==> src/rtl/ripple_adder_4bit_pkg.sv <==
// Shared constants for the ripple adder slice.
package ripple_adder_4bit_pkg;
  localparam int RA_DEFAULT_WIDTH = 4;
endpackage

==> src/rtl/ripple_adder_4bit_full_adder.sv <==
// One-bit full adder: the per-bit link of the ripple carry chain.
module full_adder (
  input  logic a,
  input  logic b,
  input  logic cin,
  output logic s,
  output logic cout
);
  logic p;

  assign p    = a ^ b;
  assign s    = p ^ cin;
  assign cout = (a & b) | (cin & p);
endmodule

==> src/rtl/ripple_adder_4bit.sv <==
// WIDTH-bit ripple-carry adder with combinational result, overflow flag and a
// registered copy of all three for clocked consumers.
module ripple_adder_4bit
  import ripple_adder_4bit_pkg::*;
#(
  parameter int WIDTH = RA_DEFAULT_WIDTH
) (
  input  logic             clk,
  input  logic             rst_n,
  input  logic [WIDTH-1:0] a,
  input  logic [WIDTH-1:0] b,
  input  logic             carry_in,
  output logic [WIDTH-1:0] sum,
  output logic             carry_out,
  output logic             overflow,
  output logic [WIDTH-1:0] sum_q,
  output logic             carry_out_q,
  output logic             overflow_q
);
  logic [WIDTH:0]   c;
  logic [WIDTH-1:0] sum_d;
  logic             carry_out_d;
  logic             overflow_d;

  assign c[0] = carry_in;

  for (genvar i = 0; i < WIDTH; i++) begin : g_bit
    full_adder u_fa (
      .a    (a[i]),
      .b    (b[i]),
      .cin  (c[i]),
      .s    (sum_d[i]),
      .cout (c[i+1])
    );
  end

  assign carry_out_d = c[WIDTH];
  // Signed overflow: carry into the sign bit disagrees with carry out of it.
  assign overflow_d  = c[WIDTH] ^ c[WIDTH-1];

  assign sum       = sum_d;
  assign carry_out = carry_out_d;
  assign overflow  = overflow_d;

  always_ff @(posedge clk or negedge rst_n) begin
    if (!rst_n) begin
      sum_q       <= '0;
      carry_out_q <= 1'b0;
      overflow_q  <= 1'b0;
    end else begin
      sum_q       <= sum_d;
      carry_out_q <= carry_out_d;
      overflow_q  <= overflow_d;
    end
  end
endmodule

==> config.mk <==
export PLATFORM = sky130hd
export DESIGN_NAME = ripple_adder_4bit
export DESIGN_NICKNAME = d
export VERILOG_FILES = /design/src/rtl/ripple_adder_4bit_pkg.sv /design/src/rtl/ripple_adder_4bit_full_adder.sv /design/src/rtl/ripple_adder_4bit.sv
export SDC_FILE = /design/constraint.sdc
export NUM_CORES = 1
export LEC_CHECK = 0
export ABC_AREA = 1
export BUFFER_PORTS_ARGS = -buffer_cell sky130_fd_sc_hd__buf_2
export CORE_AREA = 2 2 39 41
export CTS_CLUSTER_DIAMETER = 80
export DETAILED_ROUTE_END_ITERATION = 10
export DIE_AREA = 0 0 41 43
export HOLD_SLACK_MARGIN = 0.03
export SYNTH_ARGS = -nofsm -noshare
export SYNTH_HDL_FRONTEND = slang
export SYNTH_SLANG_ARGS = --single-unit
==> constraint.sdc <==
create_clock -name clk -period 2.1 [get_ports clk]
set_input_delay 0.105 -clock clk [delete_from_list [all_inputs] [get_ports clk]]
set_output_delay 0.105 -clock clk [all_outputs]
set_load 0.05 [all_outputs]
==> qor.yml, run 1 <==
run_status:
  status: "completed"
flow_run:
  cap_violations: 0
cells_and_area:
  diodes: 0
  instances_no_fill: 68
  final_nets: 69
  final_area_um2: 497
  finalCoreUtilization_pct: 35.9
  seqCellArea_um2: 150
  final_layout_size_suffix_gt1_share_pct: 71.2
  multiInputGateArea_um2: 101
  nFillCells: 148
  syn_to_final_growth_pct: 60.7
worst_setup_path:
  worstPathRequired_ns: 2.00
  worstPathArrival_ns: 1.97
  start_kind: "primary input"
  path_max_fanout: 2
  path_delay_family: "adder cells"
  critPathMaxStageDelay_ns: 0.43
  worstPathCellList: "buf_6, fa_2, inv_2, fa_2, inv_2, fa_2, inv_2, fa_1, inv_2, buf_8"
  path_depth: 10
  critPathSlowestCell: "fa_1"
  crit_type: "primary input to primary output"
  cpMostUsedCell: "inv_2"
  crit_path_end_kind: "primary output"
  crit_buf_inv: 6
hold_path:
  hold_path_class: "primary input to register"
  min-delay-start: "carry_in"
  hold_end: "sum_q[0]$_DFF_PN0_"
  hold_path_depth: 2
timing:
  fin_tns_setup_ns: 0
  fin_hold_ws_ns: 0.185
  period_minus_slack_ns: 2.08
  hold_violations: 0
  rsz0062_at_grt: "true"
  fmax_ghz: 0.482
  setup_viol: 0
  relSlewSlack_pct: 83.4
  finalMaxSlewViolations: 0
  post-route-period-util_pct: 98.9
  worst_pin_slew_ns: 0.251
die:
  die_width_um: 41
  initial_core_util_pct: 22.3
  core_um2: 1380
  fp.dieH_um: 43
  rows: 14
  die_area_um2: 1760
  pin_count: 23
placed_design:
  dp_hpwl_um: 472
  gp_congestion: 0.649
  dpl_cell_area_um2: 419
  place_inst: 62
  port_buffers: 22
clock_network:
  cts_root_buf: "clkbuf_4"
  path_clk_slew_ns: 0.04
  cts_tree: "built"
  clock_path_buffers: 2
  cts_buffers: 3
  cts.sinks: 6
  htree_levels: 1
route:
  finalWirelength_um: 604
  routed_via_density: 3.63
  vias: 247
  drcViolationCount: 0
  drt_pass1_iterations: 1
  initialDrtViolationCount: 0
  detail-route-antenna-nets: 0
  wl_per_cell_um: 8.88
power:
  p_leak_uw: 0.000280
  vdd_ir_drop_max_uv: 197
  p_per_area_nw_per_um2: 987
logic_synthesis:
  syn_area_um2: 309
  synth_fp_nets: 42
  synthCells: 27
  synth_cell_types: 6
  syn_avg_cell_area_um2: 11.4
  ys_ff_latch: 6
  yosysWarnings: 0
  ys_seq_area_share_pct: 48.6
global_route:
  track_usage_pct: 6.18
  grt_pass1_vias: 219
  antenna_found_initial: 0
  grt_max_degree: 7
  grt_pass1_wl_um: 696
  overflow: 0
repair_timing:
action / in CTS / in global routing
setup endpoints to repair: 1 / 2
gates resized for setup: 4 / 10
hold buffers: 1 / 0
gates cloned: 0 / 0
endpoints found under the hold margin: 6 / 0
pin swaps: 0 / 4
setup buffers: 0 / 2
power by group:
part / internal, uW / switching [uW] / leakage, uW / total [uW]
logic: 70.4 / 183 / 0.000196 / 253
clock network: 64.2 / 34.8 / 0.0000138 / 99.0
registers: 134 / 3.75 / 0.0000702 / 138
layer usage:
metal | up-vias | share of wire (%) | global-route usage (%)
met5 | - | 0 | 0
met4 | 0 | 0 | 8.00
met2 | 12 | 61 | 10.6
met3 | 0 | 9.1 | 0
li1 | 117 | - | -
met1 | 118 | 29 | 4.97
cells in the mapped netlist (all sizes together):
cell | number | area share, %
buf | 4 | 9.7
dfrtp | 6 | 49
inv | 10 | 12
nand2 | 3 | 3.6
fa | 4 | 26
sequential cells by signal, summed over array words and instances (netlist names):
register     count
carry_out_q      1
overflow_q       1
sum_q            4
layout by cell type (no fill, tap or decap):
master,n
dfrtp_1,6
nand2_2,1
nand2_1,2
buf_6,2
buf_4,3
clkbuf_4,3
inv_1,5
fa_2,3
inv_2,5
fa_1,1
buf_8,1
buf_2,19
dlygate4sd3_1,1
cell families after synthesis:
group,after synthesis,share of synthesized area (%)
DFF,6,48.6
buffers and inverters,14,21.9
adders and majority gates,4,25.9
and+or+nand+nor,3,3.64
layout make-up:
| type | instances | share of cell area [%] |
|---|---|---|
| Timing Repair Buffer | 26 | 33.2 |
| Sequential cell | 6 | 30.2 |
| Multi-Input combinational cell | 7 | 20.4 |
| Inverter | 10 | 7.56 |
| Clock buffer | 3 | 4.53 |
| Tap cell | 16 | 4.03 |
through the flow:
| stage | power, uW | worst slack (ns) |
|---|---|---|
| after floorplan | 326 | 0.0902 |
| after global placement | 364 | -0.119 |
| after detailed placement | 367 | -0.136 |
| after CTS | 480 | 0.0182 |
| after global routing | 515 | -0.0629 |
| final | 490 | 0.0234 |
worst max-delay path by stage:
stage	from	to	slack (ns)
6_report	carry_in	sum[3]	0.02
3_5_place_dp	a[0]	sum[3]	-0.14
2_1_floorplan	a[0]	overflow_q$_DFF_PN0_	0.09
5_1_grt	carry_in	sum[3]	-0.06
3_3_place_gp	a[0]	sum[3]	-0.12
4_1_cts	a[0]	sum[3]	0.02
No activity file was read; power rests on OpenSTA's default activity.
==> run 2, diff against run 1 <==
- clock period: 2.1 -> 2.6 ns (I/O delays scaled with it)
==> qor.yml, run 2 (synthesis gave the netlist of run 1 again) <==
cells_and_area:
  seqCellArea_um2: 150
  final_nets: 66
  nFillCells: 162
  final_area_um2: 442
  largest_reg_flops: 4
  largest_register: "sum_q"
  syn_to_final_growth_pct: 42.9
  final_layout_size_suffix_gt1_share_pct: 53.1
  instances_no_fill: 65
  top_regs: "sum_q: 4 flops, carry_out_q: 1 flops, overflow_q: 1 flops"
  layout_common_cells: "22 x buf_2, 9 x inv_1, 6 x dfrtp_1"
  diodes: 0
  multiInputGateArea_um2: 91.3
  layout_commonest_cell: "buf_2"
power:
  p_per_area_nw_per_um2: 834
  vdd_ir_drop_max_uv: 214
  p_leak_uw: 0.000265
  p_total_uw: 368
clock_network:
  clock_path_buffers: 2
  path_clk_slew_ns: 0.04
  postCtsSetupBuffers: 0
  cts_root_buf: "clkbuf_4"
  cts_tree: "built"
  cts_buffers: 3
  cts.sinks: 6
  htree_levels: 1
route:
  initialDrtViolationCount: 0
  routed_via_density: 3.49
  drt_pass1_iterations: 1
  vias: 227
  finalWirelength_um: 558
  wl_per_cell_um: 8.58
  drcViolationCount: 0
  detail-route-antenna-nets: 0
timing:
  setup_viol: 0
  fin_tns_setup_ns: 0
  fin_hold_ws_ns: 0.197
  period_minus_slack_ns: 2.27
  post-route-period-util_pct: 87.4
  rsz0062_at_grt: "false"
  relSlewSlack_pct: 83.2
  worst_pin_slew_ns: 0.254
  fmax_ghz: 0.440
  finalMaxSlewViolations: 0
  hold_violations: 0
placed_design:
  dpl_cell_area_um2: 409
  place_inst: 61
  gp_congestion: 0.632
  dp_hpwl_um: 503
  port_buffers: 22
worst_setup_path:
  crit_type: "primary input to primary output"
  worstPathArrival_ns: 2.14
  critPathMaxStageDelay_ns: 0.41
  worstPathRequired_ns: 2.47
  path_max_fanout: 2
  start_kind: "primary input"
  worstPathCellList: "buf_2, fa_1, inv_1, fa_1, inv_1, fa_1, inv_1, fa_1, inv_1, buf_2"
  crit_path_end_kind: "primary output"
  cp-startpoint: "a[0]"
  critPathSlowestCell: "fa_1"
global_route:
  grt_pass1_vias: 236
  grt_max_degree: 7
  overflow: 0
  track_usage_pct: 7.22
  grt_use_met2_pct: 11.9
  grt_pass1_wl_um: 793
  antenna_found_initial: 0
  top_usage_layer: "met2"
  grtUsageMet3_pct: 0.524
  use_met1_pct: 5.69
die:
  die_area_um2: 1760
  die_width_um: 41
  pin_count: 23
  core_um2: 1380
  fp.dieH_um: 43
  initial_core_util_pct: 22.3
  rows: 14
hold_path:
  hold_path_class: "primary input to register"
  min-delay-start: "carry_in"
run_status:
  status: "completed"
flow_run:
  cap_violations: 0
[run 2: changes by cell type in the layout (fill, tap and decap cells not counted), sizes merged]
| cell | change |
|---|---|
| buf | -3 |
[run 2: per-layer routing]
metal | vias up | wire [um]
met1 | 101 | 166
li1 | 113 | -
met4 | 0 | 0
met2 | 13 | 318
met5 | - | 0
met3 | 0 | 73
[run 2: path summary, 6_finish.rpt]
path,cells after the start,to,slack [ns]
max,10,sum[3],0.33
min,2,sum_q[0]$_DFF_PN0_,0.20
max in group asynchronous,2,sum_q[2]$_DFF_PN0_,2.22
min in group asynchronous,2,overflow_q$_DFF_PN0_,0.25
[run 2: cell type report]
type / instances / area share [%]
sequential: 6 / 34.0
timing repair buffer: 23 / 27.2
clock buffer: 3 / 5.10
tap: 16 / 4.53
multi-input combinational: 7 / 20.7
inverter: 10 / 8.50
[run 2: worst max-delay path: cells and delay by family]
kind,cells,cell delay [ns]
buf+inv,6,0.66
fa+ha+maj,4,1.35
[run 2: timing repair]
action / CTS / global route
setup endpoints to repair: 0 / 0
endpoints found under the hold margin: 6 / 0
resized for setup: 0 / 0
hold buffers: 1 / 0
[run 2: through the flow]
stage / worst slack (ns) / utilization (%)
final: 0.327 / 31.9
after global routing: 0.189 / 31.9
after CTS: 0.298 / 31.9
after detailed placement: 0.307 / 29.6
after global placement: 0.344 / 29.6
after floorplan: 0.398 / -
[run 2: report_power, final]
part	total, uW	internal, uW	leakage [uW]	switching, uW
combinational	178	37.0	0.000181	141
clock	79.1	51.8	0.0000138	27.3
sequential	111	108	0.0000702	2.79
total	368	197	0.000265	171
